File: src/rtl/fifo_frame_pkg.sv
// Shared definitions for the framed FIFO word ({sop, eop, data}) used by the
// FIFO writer and by fifo_frame_reader.
package fifo_frame_pkg;

  typedef enum logic [1:0] {
    ST_HUNT = 2'd0,
    ST_PASS = 2'd1,
    ST_DROP = 2'd2
  } state_t;

  function automatic int sop_bit(input int dw);
    return dw + 1;
  endfunction

  function automatic int eop_bit(input int dw);
    return dw;
  endfunction

  function automatic int word_width(input int dw);
    return dw + 2;
  endfunction

endpackage

File: src/rtl/frame_out_reg.sv
// Valid/ready output register for fifo_frame_reader: loads a beat, holds it
// while stalled, and clears once the beat is taken with nothing new behind it.
module frame_out_reg #(
  parameter int DATA_WIDTH = 8,
  parameter int LEN_WIDTH  = 11
) (
  input  logic                  clk,
  input  logic                  rst_n,
  input  logic                  load,
  input  logic [DATA_WIDTH-1:0] d_data,
  input  logic                  d_sop,
  input  logic                  d_eop,
  input  logic [LEN_WIDTH-1:0]  d_len,
  input  logic                  d_err,
  input  logic                  m_ready,
  output logic                  m_valid,
  output logic [DATA_WIDTH-1:0] m_data,
  output logic                  m_sop,
  output logic                  m_eop,
  output logic [LEN_WIDTH-1:0]  m_len,
  output logic                  m_err
);

  always_ff @(posedge clk) begin
    if (!rst_n || (!load && m_valid && m_ready)) begin
      m_valid <= 1'b0;
      m_data  <= '0;
      m_sop   <= 1'b0;
      m_eop   <= 1'b0;
      m_len   <= '0;
      m_err   <= 1'b0;
    end else if (load) begin
      m_valid <= 1'b1;
      m_data  <= d_data;
      m_sop   <= d_sop;
      m_eop   <= d_eop;
      m_len   <= d_len;
      m_err   <= d_err;
    end
  end

endmodule

File: src/rtl/fifo_frame_reader.sv
// Read-side framer for the FWFT data FIFO: pops words, enforces SOP/EOP framing
// and max length, and drives a registered valid/ready stream.
// Optional counters: define FIFO_FRAME_READER_STAT_EN.
module fifo_frame_reader
  import fifo_frame_pkg::*;
#(
  parameter int DATA_WIDTH    = 8,
  parameter int MAX_FRAME_LEN = 1536,
  parameter int LEN_WIDTH     = 11
) (
  input  logic                  clk,
  input  logic                  rst_n,
  input  logic [DATA_WIDTH+1:0] fifo_dout,
  input  logic                  fifo_empty,
  output logic                  fifo_rd_en,
  output logic                  m_valid,
  input  logic                  m_ready,
  output logic [DATA_WIDTH-1:0] m_data,
  output logic                  m_sop,
  output logic                  m_eop,
  output logic [LEN_WIDTH-1:0]  m_len,
  output logic                  m_err,
  output logic                  err_sop,
  output logic                  err_trunc
`ifdef FIFO_FRAME_READER_STAT_EN
  ,
  input  logic                  stat_clr,
  output logic [31:0]           stat_frames,
  output logic [15:0]           stat_errs
`endif
);

  localparam int SOP = sop_bit(DATA_WIDTH);
  localparam int EOP = eop_bit(DATA_WIDTH);
  localparam logic [LEN_WIDTH-1:0] MAX_LEN = LEN_WIDTH'(MAX_FRAME_LEN);
  localparam logic [LEN_WIDTH-1:0] ONE     = LEN_WIDTH'(1);

  state_t               state, state_nxt;
  logic [LEN_WIDTH-1:0] len_cnt, len_nxt, len_inc;
  logic                 w_sop, w_eop;
  logic                 emit, b_sop, b_eop, b_err;
  logic [LEN_WIDTH-1:0] b_len;
  logic                 sop_hit, trunc_hit;

  assign fifo_rd_en = rst_n & ~fifo_empty & (~m_valid | m_ready);
  assign w_sop      = fifo_dout[SOP];
  assign w_eop      = fifo_dout[EOP];
  assign len_inc    = len_cnt + ONE;

  always_ff @(posedge clk) begin
    if (!rst_n) begin
      state     <= ST_HUNT;
      len_cnt   <= '0;
      err_sop   <= 1'b0;
      err_trunc <= 1'b0;
    end else begin
      state     <= state_nxt;
      len_cnt   <= len_nxt;
      err_sop   <= sop_hit;
      err_trunc <= trunc_hit;
    end
  end

  always_comb begin
    state_nxt = state;
    len_nxt   = len_cnt;
    emit      = 1'b0;
    b_sop     = 1'b0;
    b_eop     = 1'b0;
    b_len     = '0;
    b_err     = 1'b0;
    sop_hit   = 1'b0;
    trunc_hit = 1'b0;
    if (fifo_rd_en) begin
      // A SOP restarts the frame everywhere except a SOP+EOP word while dropping,
      // which just closes the dropped frame.
      if (w_sop && !(state == ST_DROP && w_eop)) begin
        emit      = 1'b1;
        b_sop     = 1'b1;
        sop_hit   = (state == ST_PASS);
        b_eop     = w_eop;
        b_len     = w_eop ? ONE : '0;
        len_nxt   = w_eop ? '0 : ONE;
        state_nxt = w_eop ? ST_HUNT : ST_PASS;
      end else begin
        unique case (state)
          ST_PASS: begin
            emit = 1'b1;
            if (w_eop) begin
              b_eop     = 1'b1;
              b_len     = len_inc;
              len_nxt   = '0;
              state_nxt = ST_HUNT;
            end else if (len_inc == MAX_LEN) begin
              b_eop     = 1'b1;
              b_err     = 1'b1;
              b_len     = MAX_LEN;
              trunc_hit = 1'b1;
              len_nxt   = '0;
              state_nxt = ST_DROP;
            end else begin
              len_nxt = len_inc;
            end
          end
          ST_DROP: if (w_eop) state_nxt = ST_HUNT;
          default: ;
        endcase
      end
    end
  end

  frame_out_reg #(
    .DATA_WIDTH(DATA_WIDTH),
    .LEN_WIDTH (LEN_WIDTH)
  ) u_out (
    .clk    (clk),
    .rst_n  (rst_n),
    .load   (emit),
    .d_data (fifo_dout[DATA_WIDTH-1:0]),
    .d_sop  (b_sop),
    .d_eop  (b_eop),
    .d_len  (b_len),
    .d_err  (b_err),
    .m_ready(m_ready),
    .m_valid(m_valid),
    .m_data (m_data),
    .m_sop  (m_sop),
    .m_eop  (m_eop),
    .m_len  (m_len),
    .m_err  (m_err)
  );

`ifdef FIFO_FRAME_READER_STAT_EN
  always_ff @(posedge clk) begin
    if (!rst_n || stat_clr) begin
      stat_frames <= '0;
      stat_errs   <= '0;
    end else begin
      if (m_valid && m_ready && m_eop && stat_frames != '1)
        stat_frames <= stat_frames + 32'd1;
      if ((err_sop || err_trunc) && stat_errs != '1)
        stat_errs <= stat_errs + 16'd1;
    end
  end
`endif

endmodule

File: config.mk
export PLATFORM = sky130hd
export DESIGN_NAME = fifo_frame_reader
export DESIGN_NICKNAME = d
export VERILOG_FILES = /design/src/rtl/fifo_frame_pkg.sv /design/src/rtl/frame_out_reg.sv /design/src/rtl/fifo_frame_reader.sv
export SDC_FILE = /design/constraint.sdc
export NUM_CORES = 1
export LEC_CHECK = 0
export ABC_AREA = 1
export BUFFER_PORTS_ARGS = -buffer_cell sky130_fd_sc_hd__buf_2
export CAP_MARGIN = 25
export CORE_UTILIZATION = 43
export CTS_BUF_LIST = sky130_fd_sc_hd__clkbuf_4 sky130_fd_sc_hd__clkbuf_8 sky130_fd_sc_hd__clkbuf_16
export DETAILED_ROUTE_END_ITERATION = 8
export PLACE_DENSITY = 0.63
export SETUP_SLACK_MARGIN = 0.5
export SYNTH_ARGS = -nofsm -noshare
export SYNTH_HDL_FRONTEND = slang
export SYNTH_SLANG_ARGS = --single-unit
File: constraint.sdc
create_clock -name clk -period 5.52 [get_ports clk]
set_input_delay 0.828 -clock clk [delete_from_list [all_inputs] [get_ports clk]]
set_output_delay 0.828 -clock clk [all_outputs]
set_load 0.1 [all_outputs]
---- Yosys cells after proc, flatten, opt, wreduce, memory -nomap -nowiden ----
Index checks and enable logic that the tools add are counted.
cells by class
  add/sub/neg operators ................... 1
  multiply operators ...................... 0
  divide/modulo/power cells ............... 0
  $lt $le $gt $ge ......................... 0
  equality and inequality tests ........... 5
  shifts and indexed selects .............. 0
  mux-type cells .......................... 31
  bitwise logic cells ..................... 5
  reduce and logical (&&, ||, !) cells .... 13
operators by type and width
  cell                     count
  $mux W11                 9
  $mux W1                  17
  $add A11 B1 Y11 const B  1
  $eq A11 B11 Y1 const B   1
  $mux W2                  4
  $logic_and A1 B1 Y1      4
  $ne A4 B3 Y1 const B     1
  $pmux W2 S2              1
  $reduce_and A4 Y1        1
  $logic_not A1 Y1         3
  $ne A3 B2 Y1 const B     1
  $reduce_and A3 Y1        1
  $reduce_bool A3 Y1       1
  $and A1 B1 Y1            2
  $eq A2 B1 Y1 const B     1
  $eq A2 B2 Y1 const B     1
  $not A1 Y1               2
  $reduce_and A2 Y1        1
  $reduce_bool A2 Y1       1
  $logic_or A1 B1 Y1       1
  $or A1 B1 Y1             1
storage, ports and cells
  flip-flop bits (word level) ............. 38
  latch bits .............................. 0
  bits in writable memories ............... 0
  memory bits (read-only) ................. 0
  input port bits ......................... 14
  output and inout bits ................... 26
  logic and storage cells ................. 65
  memories kept ........................... 0

---- Longest topological paths before layout ----
Gate-level depths: netlist of the first run.
  word-level depth ........................ 10
  gate-level depth with buffers ........... 15
  gate-level depth less buffers ........... 15

---- Modules after synthesis ----
A second synthesis of the first run with hierarchy kept.
second synthesis, totals
  cells, all modules ...................... 351
  area total of the unflattened synthesis .. 2,207.1 sq um
by module, submodules not included
  module             times used  cells each  area an instance (sq um)  seq. area each (sq um)
  fifo_frame_reader  1           184         1,137.3                   300.3
  frame_out_reg      1           167         1,069.8                   460.4

---- Worst setup path before layout of the first run ----
No wires, ideal clock.
  path type ............................... flip-flop to flip-flop
  start point ............................. reg u_out.m_valid
  end point ............................... reg u_out.m_sop
  setup time .............................. 0.122 ns
  arrival time ............................ 2.454 ns
  required time ........................... 5.398 ns
  slack ................................... 2.944 ns
  stages on the path, launching flop included .. 9
  path buffers ............................ 1
  period minus slack after synthesis ...... 2.576 ns
  path through ............................ dfxtp_1 -> nand2_1 -> nand2_1 -> inv_1 -> nand2_1 -> nand2_1 -> o21ai_1 -> buf_2 -> a21oi_1
between the ends
  word-level cells in the longest chain between the ends .. 8
  elaborated cells between the ends (all ways) .. 9
  classes of those cells .................. mux: 2; bitwise: 3; reduce/logical: 4
ends and longest elaborated chain
  item                              line                     RTL
  from (decl)                       frame_out_reg.sv:16      output logic m_valid,
  from (signal assigned)            frame_out_reg.sv:26      m_valid <= 1'b0;
  from (signal assigned)            frame_out_reg.sv:33      m_valid <= 1'b1;
  $not A1 Y1 (*)                    fifo_frame_reader.sv:45  assign fifo_rd_en = rst_n & ~fifo_empty & (~m_valid | m_ready);
  $or A1 B1 Y1 (*)                  fifo_frame_reader.sv:45
  $and A1 B1 Y1 (*)                 fifo_frame_reader.sv:45
  net fifo_rd_en                    fifo_frame_reader.sv:15  output logic fifo_rd_en,
  $mux W1                           fifo_frame_reader.sv:74  if (fifo_rd_en) begin
  $logic_not A1 Y1                  frame_out_reg.sv:25      if (!rst_n || (!load && m_valid && m_ready)) begin
  $logic_and A1 B1 Y1 (2 in a row)  frame_out_reg.sv:25
  $logic_or A1 B1 Y1                frame_out_reg.sv:25
  to (signal assigned)              frame_out_reg.sv:35      m_sop <= d_sop;
  to (decl)                         frame_out_reg.sv:18      output logic m_sop,
Mark *: on every way through the listed nets, which the timed path passes. The rest lies on a longest branch.
A chain may end at the register's enable or synchronous reset.

---- Final worst setup path of the first run ----
  start point ............................. in rst_n
  end point ............................... reg u_out.m_len[0]
between the ends
  word-level cells in the longest chain between the ends .. 7
  elaborated cells between the ends (all ways) .. 9
  classes of those cells .................. mux: 2; bitwise: 2; reduce/logical: 5
ends and longest elaborated chain
  item                              line                     RTL
  from (decl)                       fifo_frame_reader.sv:12  input logic rst_n,
  $and A1 B1 Y1 (2 in a row)        fifo_frame_reader.sv:45
  $mux W1                           fifo_frame_reader.sv:74
  $logic_not A1 Y1                  frame_out_reg.sv:25
  $logic_and A1 B1 Y1 (2 in a row)  frame_out_reg.sv:25
  $logic_or A1 B1 Y1                frame_out_reg.sv:25
  to (signal assigned)              frame_out_reg.sv:37      m_len <= d_len;
  to (decl)                         frame_out_reg.sv:20      output logic [LEN_WIDTH-1:0] m_len,
Several ways; a longest one is shown, not always the timed one.

==> out/qor.yml, run 1 <==
outcome: "completed"
period_minus_slack_ps: 2670
cts-root-buf: "clkbuf_8"
post_cts_buffers: 0
cp_slowest_cell: "o21ai_1"
max-clock-path-buffers: 2
critPathRequiredTime_ps: 5680
first_pass_iters: 4
synth_top_family_by_area: "simple AND/OR/NAND/NOR gates"
fin_crit_sh_pct: 48.4
insertion_delay_ps: 290
max_slew.worst_pin.slew_ps: 700
vias: 1828
ctsHoldBuffers: 0
wl_per_cell_um: 11.7
min-delay-start: "u_out.m_sop$_SDFFE_PP0P_"
setup_viol: 0
max-cap-violations: 0
yosysMostFrequentCell: "nand2_1"
rr_startpoint: "state[1]$_SDFFE_PN0P_"
syn_nets: 295
yosysTopAreaCell: "dfxtp_1"
clock.fmax_mhz: 374
synth_top_area_share_pct: 39.3
drtAntennaViolNets: 0
worst-path-buf-inv: 4
finalWeightedCongestion: 0.869
synth-compound-area-share_pct: 14.8
netlist_area_um2: 1930
slew_violations: 0
ys.flop_type: "dfxtp_1"
dieWidth_um: 69.1
syn_inst: 280
grt_usage_pct: 19.9
antenna_found_initial: 0
synth_simple_gate_area_share_pct: 37.4
drtIter0Drc: 73
clk_transition_reported_paths_ps: 80
synthAdderAreaFrac_pct: 0.647
nets: 334
synth_area_per_cell_um2: 6.91
wl_mm: 4.34
crit_start: "rst_n"
synth_common_cells: "nand2_1 (91), dfxtp_1 (38), a21oi_1 (29), nor2_1 (27), inv_1 (21)"
pwr_density_cell_nw_per_um2: 262
synth.area.mux_share_pct: 0
synth_edf_count: 0
leakagePower_nw: 0.965
finalSetupTns_ps: 0
post_drt_via_cell_ratio: 4.91
ys_warn_count: 0
post_cts_resize_count: 0
placed_area_um2: 2160
fin_area_um2: 2270
yosysUniqueCellTypes: 32
slew_headroom_pct: 53.0
cts_tree: "yes"
critical-path-top-delay-family: "compound AO/OA/AOI/OAI gates"
peakVddDrop_v: 0.000216
hold_class: "reg -> reg"
crit_path_end_kind: "register"
layout-drive-gt1-share_pct: 24.4
synth_seq_area_share_pct: 39.3
place_hpwl_mm: 3.24
grt_setup_unrepaired: "false"
grt_pass1_vias: 1676
utilization_pct: 52.6
n_fill_cell: 450
cts_sinks: 38
cts-buffers-inserted: 5
area_growth_pct: 17.6
worstPathCellList: "buf_2 > inv_2 > nor2_1 > nand2_1 > nor2_2 > inv_2 > nand2_1 > o21ai_1 > buf_4 > a211oi_1"
crit_type: "in -> reg"
route.detailed.drc: 0
synth_seq_cells: 38
coreArea_um2: 4320
io_pins: 40
initial_core_util_pct: 44.7
overflow: 0
htree_levels: 2
synth_async_sr_flop_share_pct: 0
crit_path_max_incr_delay_ps: 670
diodes: 0
timing.final.hold_violations: 0
synth_area_leaders: "dfxtp_1 (39%), nand2_1 (18%), a21oi_1 (7.5%)"
cp_max_fo: 13
cp-start-kind: "input pin"
fin_skew_ps: 4.01
synth_xor_area_share_pct: 0.453
die_h_um: 69.1
grt_max_degree: 34
grt_pass1_wl_mm: 7.71
rows: 24
worstPathArrival_ps: 2830
port_buffers: 39
dieArea_um2: 4770
==> power by group <==
| part | internal [mW] | switching [mW] | total (mW) |
|---|---|---|---|
| Combinational | 0.0153 | 0.0593 | 0.0746 |
| Sequential | 0.279 | 0.00343 | 0.283 |
| Clock | 0.134 | 0.105 | 0.239 |
==> tightest hold or removal path: cells and delay by family, from the launching register on <==
family / cells / cell delay [ps]
flops: 1 / 310
simple gates: 1 / 50
compound gates: 1 / 50
==> cells in the final DEF, fill, tap and decap left out, types with 14 or more instances in the layout <==
| master | count |
|---|---|
| dfxtp_1 | 38 |
| nand2_1 | 91 |
| buf_2 | 39 |
| inv_1 | 21 |
| nor2_1 | 27 |
| a21oi_1 | 29 |
| nand3_1 | 14 |
==> cell type report <==
class / count / area (um2) / area share (%)
multi-input combinational: 207 / 1030 / 45.3
inverter: 27 / 101 / 4.46
timing repair buffer: 40 / 203 / 8.91
sequential: 38 / 761 / 33.4
clock buffer: 5 / 68.8 / 3.03
clock inverter: 3 / 45.0 / 1.98
tap: 52 / 65.1 / 2.86
==> through the flow <==
stage | cells | setup slack, ps | power (mW) | hold slack [ps]
after global placement | 364 | 2610 | 0.363 | 452
after detailed placement | 364 | 2510 | 0.364 | 453
after global routing | 372 | 2570 | 0.621 | 485
after floorplan | 280 | 2940 | 0.348 | 452
final | 372 | 2850 | 0.596 | 462
after CTS | 372 | 2820 | 0.601 | 465
==> worst paths after layout <==
check                                                    to  slack, ps  cells after the start
worst max-delay path            u_out.m_len[0]$_SDFFE_PP0P_       2850                     10
worst min-delay path               u_out.m_sop$_SDFFE_PP0P_        460                      2
worst max register to register  u_out.m_len[0]$_SDFFE_PP0P_       3040                     10
worst min register to register     u_out.m_sop$_SDFFE_PP0P_        460                      2
==> sequential cells by signal, indices dropped and copies added, names as in the netlist <==
name and count:
u_out.m_sop 1, len_cnt 11, u_out.m_len 11, err_trunc 1
err_sop 1, u_out.m_data 8, u_out.m_eop 1, u_out.m_valid 1
u_out.m_err 1, state 2
==> cells by family (layout without fill, tap and decap cells) <==
family                     count (synthesis)  count (layout)
buffers and inverters                     35              75
AOI/OAI and AO/OA                         47              47
adders and majority gates                  1               1
xor gates and xnor gates                   1               1
and+or+nand+nor                          158             158
DFF                                       38              38
==> metal layers <==
layer	GRT usage, %	wire [um]
met3	4.24	192
met2	30.6	1910
met4	6.80	52
met1	27.4	2180
met5	0	0
Note: power is estimated with default switching activity, not from simulation.
==> run 2, diff against run 1 <==
clock period = 2.56 ns   (was 5.52 ns; I/O delays follow)
==> out/qor.yml, run 2 (same netlist as run 1, synthesis figures left out) <==
cp_slowest_cell: "dfxtp_1"
grt_setup_unrepaired: "true"
whs_ps: 340
finalSetupTns_ps: 0
route.detailed.drc: 1
dieWidth_um: 69.1
multi_input_comb_area_um2: 1050
reg_top3: "len_cnt (11), u_out.m_len (11), u_out.m_data (8)"
outcome: "finished with violations"
crit_path_max_incr_delay_ps: 370
max_slew.worst_pin.slew_ps: 494
total_power_mw: 1.21
slew_headroom_pct: 67.3
wl_mm: 4.48
antenna_found_initial: 0
layout-drive-gt1-share_pct: 28.8
drtAntennaViolNets: 0
die_h_um: 69.1
utilization_pct: 54.2
violations: "design-rule violations"
finalWeightedCongestion: 0.809
overflow: 0
max-clock-path-buffers: 2
initial_core_util_pct: 44.7
crit_type: "reg -> reg"
diodes: 0
fin_skew_ps: 9.82
clk_transition_reported_paths_ps: 70
grt_pass1_wl_mm: 7.67
rows: 24
area_growth_pct: 21.2
wl_per_cell_um: 11.8
cts-buffers-inserted: 5
slew_violations: 0
post_drt_via_cell_ratio: 5.01
ff_latch_area_um2: 768
clock.fmax_mhz: 522
cts-root-buf: "clkbuf_8"
cts_tree: "yes"
setup_viol: 0
leakagePower_nw: 0.983
worstPathCellList: "inv_1 > nor2_2 > inv_1 > nor2_2 > inv_2 > nand2_2 > clkinv_4 > buf_4 > a22oi_1 > nor2_1"
pwr_density_cell_nw_per_um2: 517
max-cap-violations: 0
crit_path_end_kind: "register"
worstPathArrival_ps: 2090
setup_ws_ps: 644
htree_levels: 2
ctsHoldBuffers: 0
dieArea_um2: 4770
cts_sinks: 38
period_minus_slack_ps: 1920
cp-start-kind: "register"
first_pass_iters: 6
final_cell_mix: "nand2_1 (89), buf_2 (39), dfxtp_1 (34), a21oi_1 (29), nor2_1 (26)"
insertion_delay_ps: 280
timing.final.hold_violations: 0
vias: 1892
coreArea_um2: 4320
fin_crit_sh_pct: 74.8
io_pins: 40
nets: 340
layout_commonest_cell: "nand2_1"
hold_class: "in -> reg"
critPathRequiredTime_ps: 2730
grt_pass1_vias: 1702
peakVddDrop_v: 0.000376
drtIter0Drc: 126
place_hpwl_mm: 3.29
n_fill_cell: 454
port_buffers: 39
grt_usage_pct: 19.7
grt_max_degree: 20
cp_max_fo: 11
pre_cts_slack_ps: 409
-- run 2: cell types whose count changed in the layout (fill, tap and decap cells not counted), moves of 2 or more --
cell     before  now
dfxtp_1      38   34
nand2_2       5    7
buf_4         1    6
nand2_1      91   89
dfxtp_2       0    3
-- run 2: timing repair --
item | in CTS | in global routing
buffers inserted | 0 | 3
setup endpoints to repair | 2 | 33
gates resized for setup | 1 | 11
-- run 2: area by class of cell --
type,count,share of cell area [%]
inverters,27,4.70
clock buffers,6,3.52
flip-flops and latches,38,32.8
multi-input cells,207,45.0
clock inverters,2,0.534
well taps,52,2.77
repair buffers,46,10.7
-- run 2: worst max-delay path: cells and delay by family, from the launching register on --
family	cells	cell delay [ps]
simple gates	4	630
buf+inv	5	570
flops	1	370
compound gates	1	220
-- run 2: routing by layer --
metal | vias to the layer above | track usage, % | part of all wire [%]
met5 | - | 0 | 0
met4 | 0 | 6.12 | 0.94
met3 | 4 | 4.82 | 6.5
met2 | 60 | 31.3 | 46
met1 | 842 | 26.5 | 46
li1 | 986 | - | -
-- run 2: report_power, final --
group	switching, mW	total, mW	internal, mW	leakage, nW
clock network	0.212	0.429	0.217	0.0472
logic	0.132	0.173	0.0415	0.627
registers	0.00764	0.609	0.602	0.309
total	0.351	1.21	0.860	0.983
-- run 2: path summary, 6_finish.rpt --
path         cells past startpoint                      endpoint                        start  slack, ps
max                             10       len_cnt[3]$_SDFFE_PN0P_        state[0]$_SDFFE_PN0P_        640
min                              3  u_out.m_data[5]$_SDFFE_PP0P_                 fifo_dout[5]        340
max reg2reg                     10       len_cnt[3]$_SDFFE_PN0P_        state[0]$_SDFFE_PN0P_        640
min reg2reg                      2   u_out.m_len[4]$_SDFFE_PP0P_  u_out.m_len[4]$_SDFFE_PP0P_        460
-- run 2: per-stage QoR --
stage               cells  cell area, um2
floorplan             280            1960
global placement      367            2200
detailed placement    367            2200
CTS                   375            2290
global route          378            2340
finish                378            2340
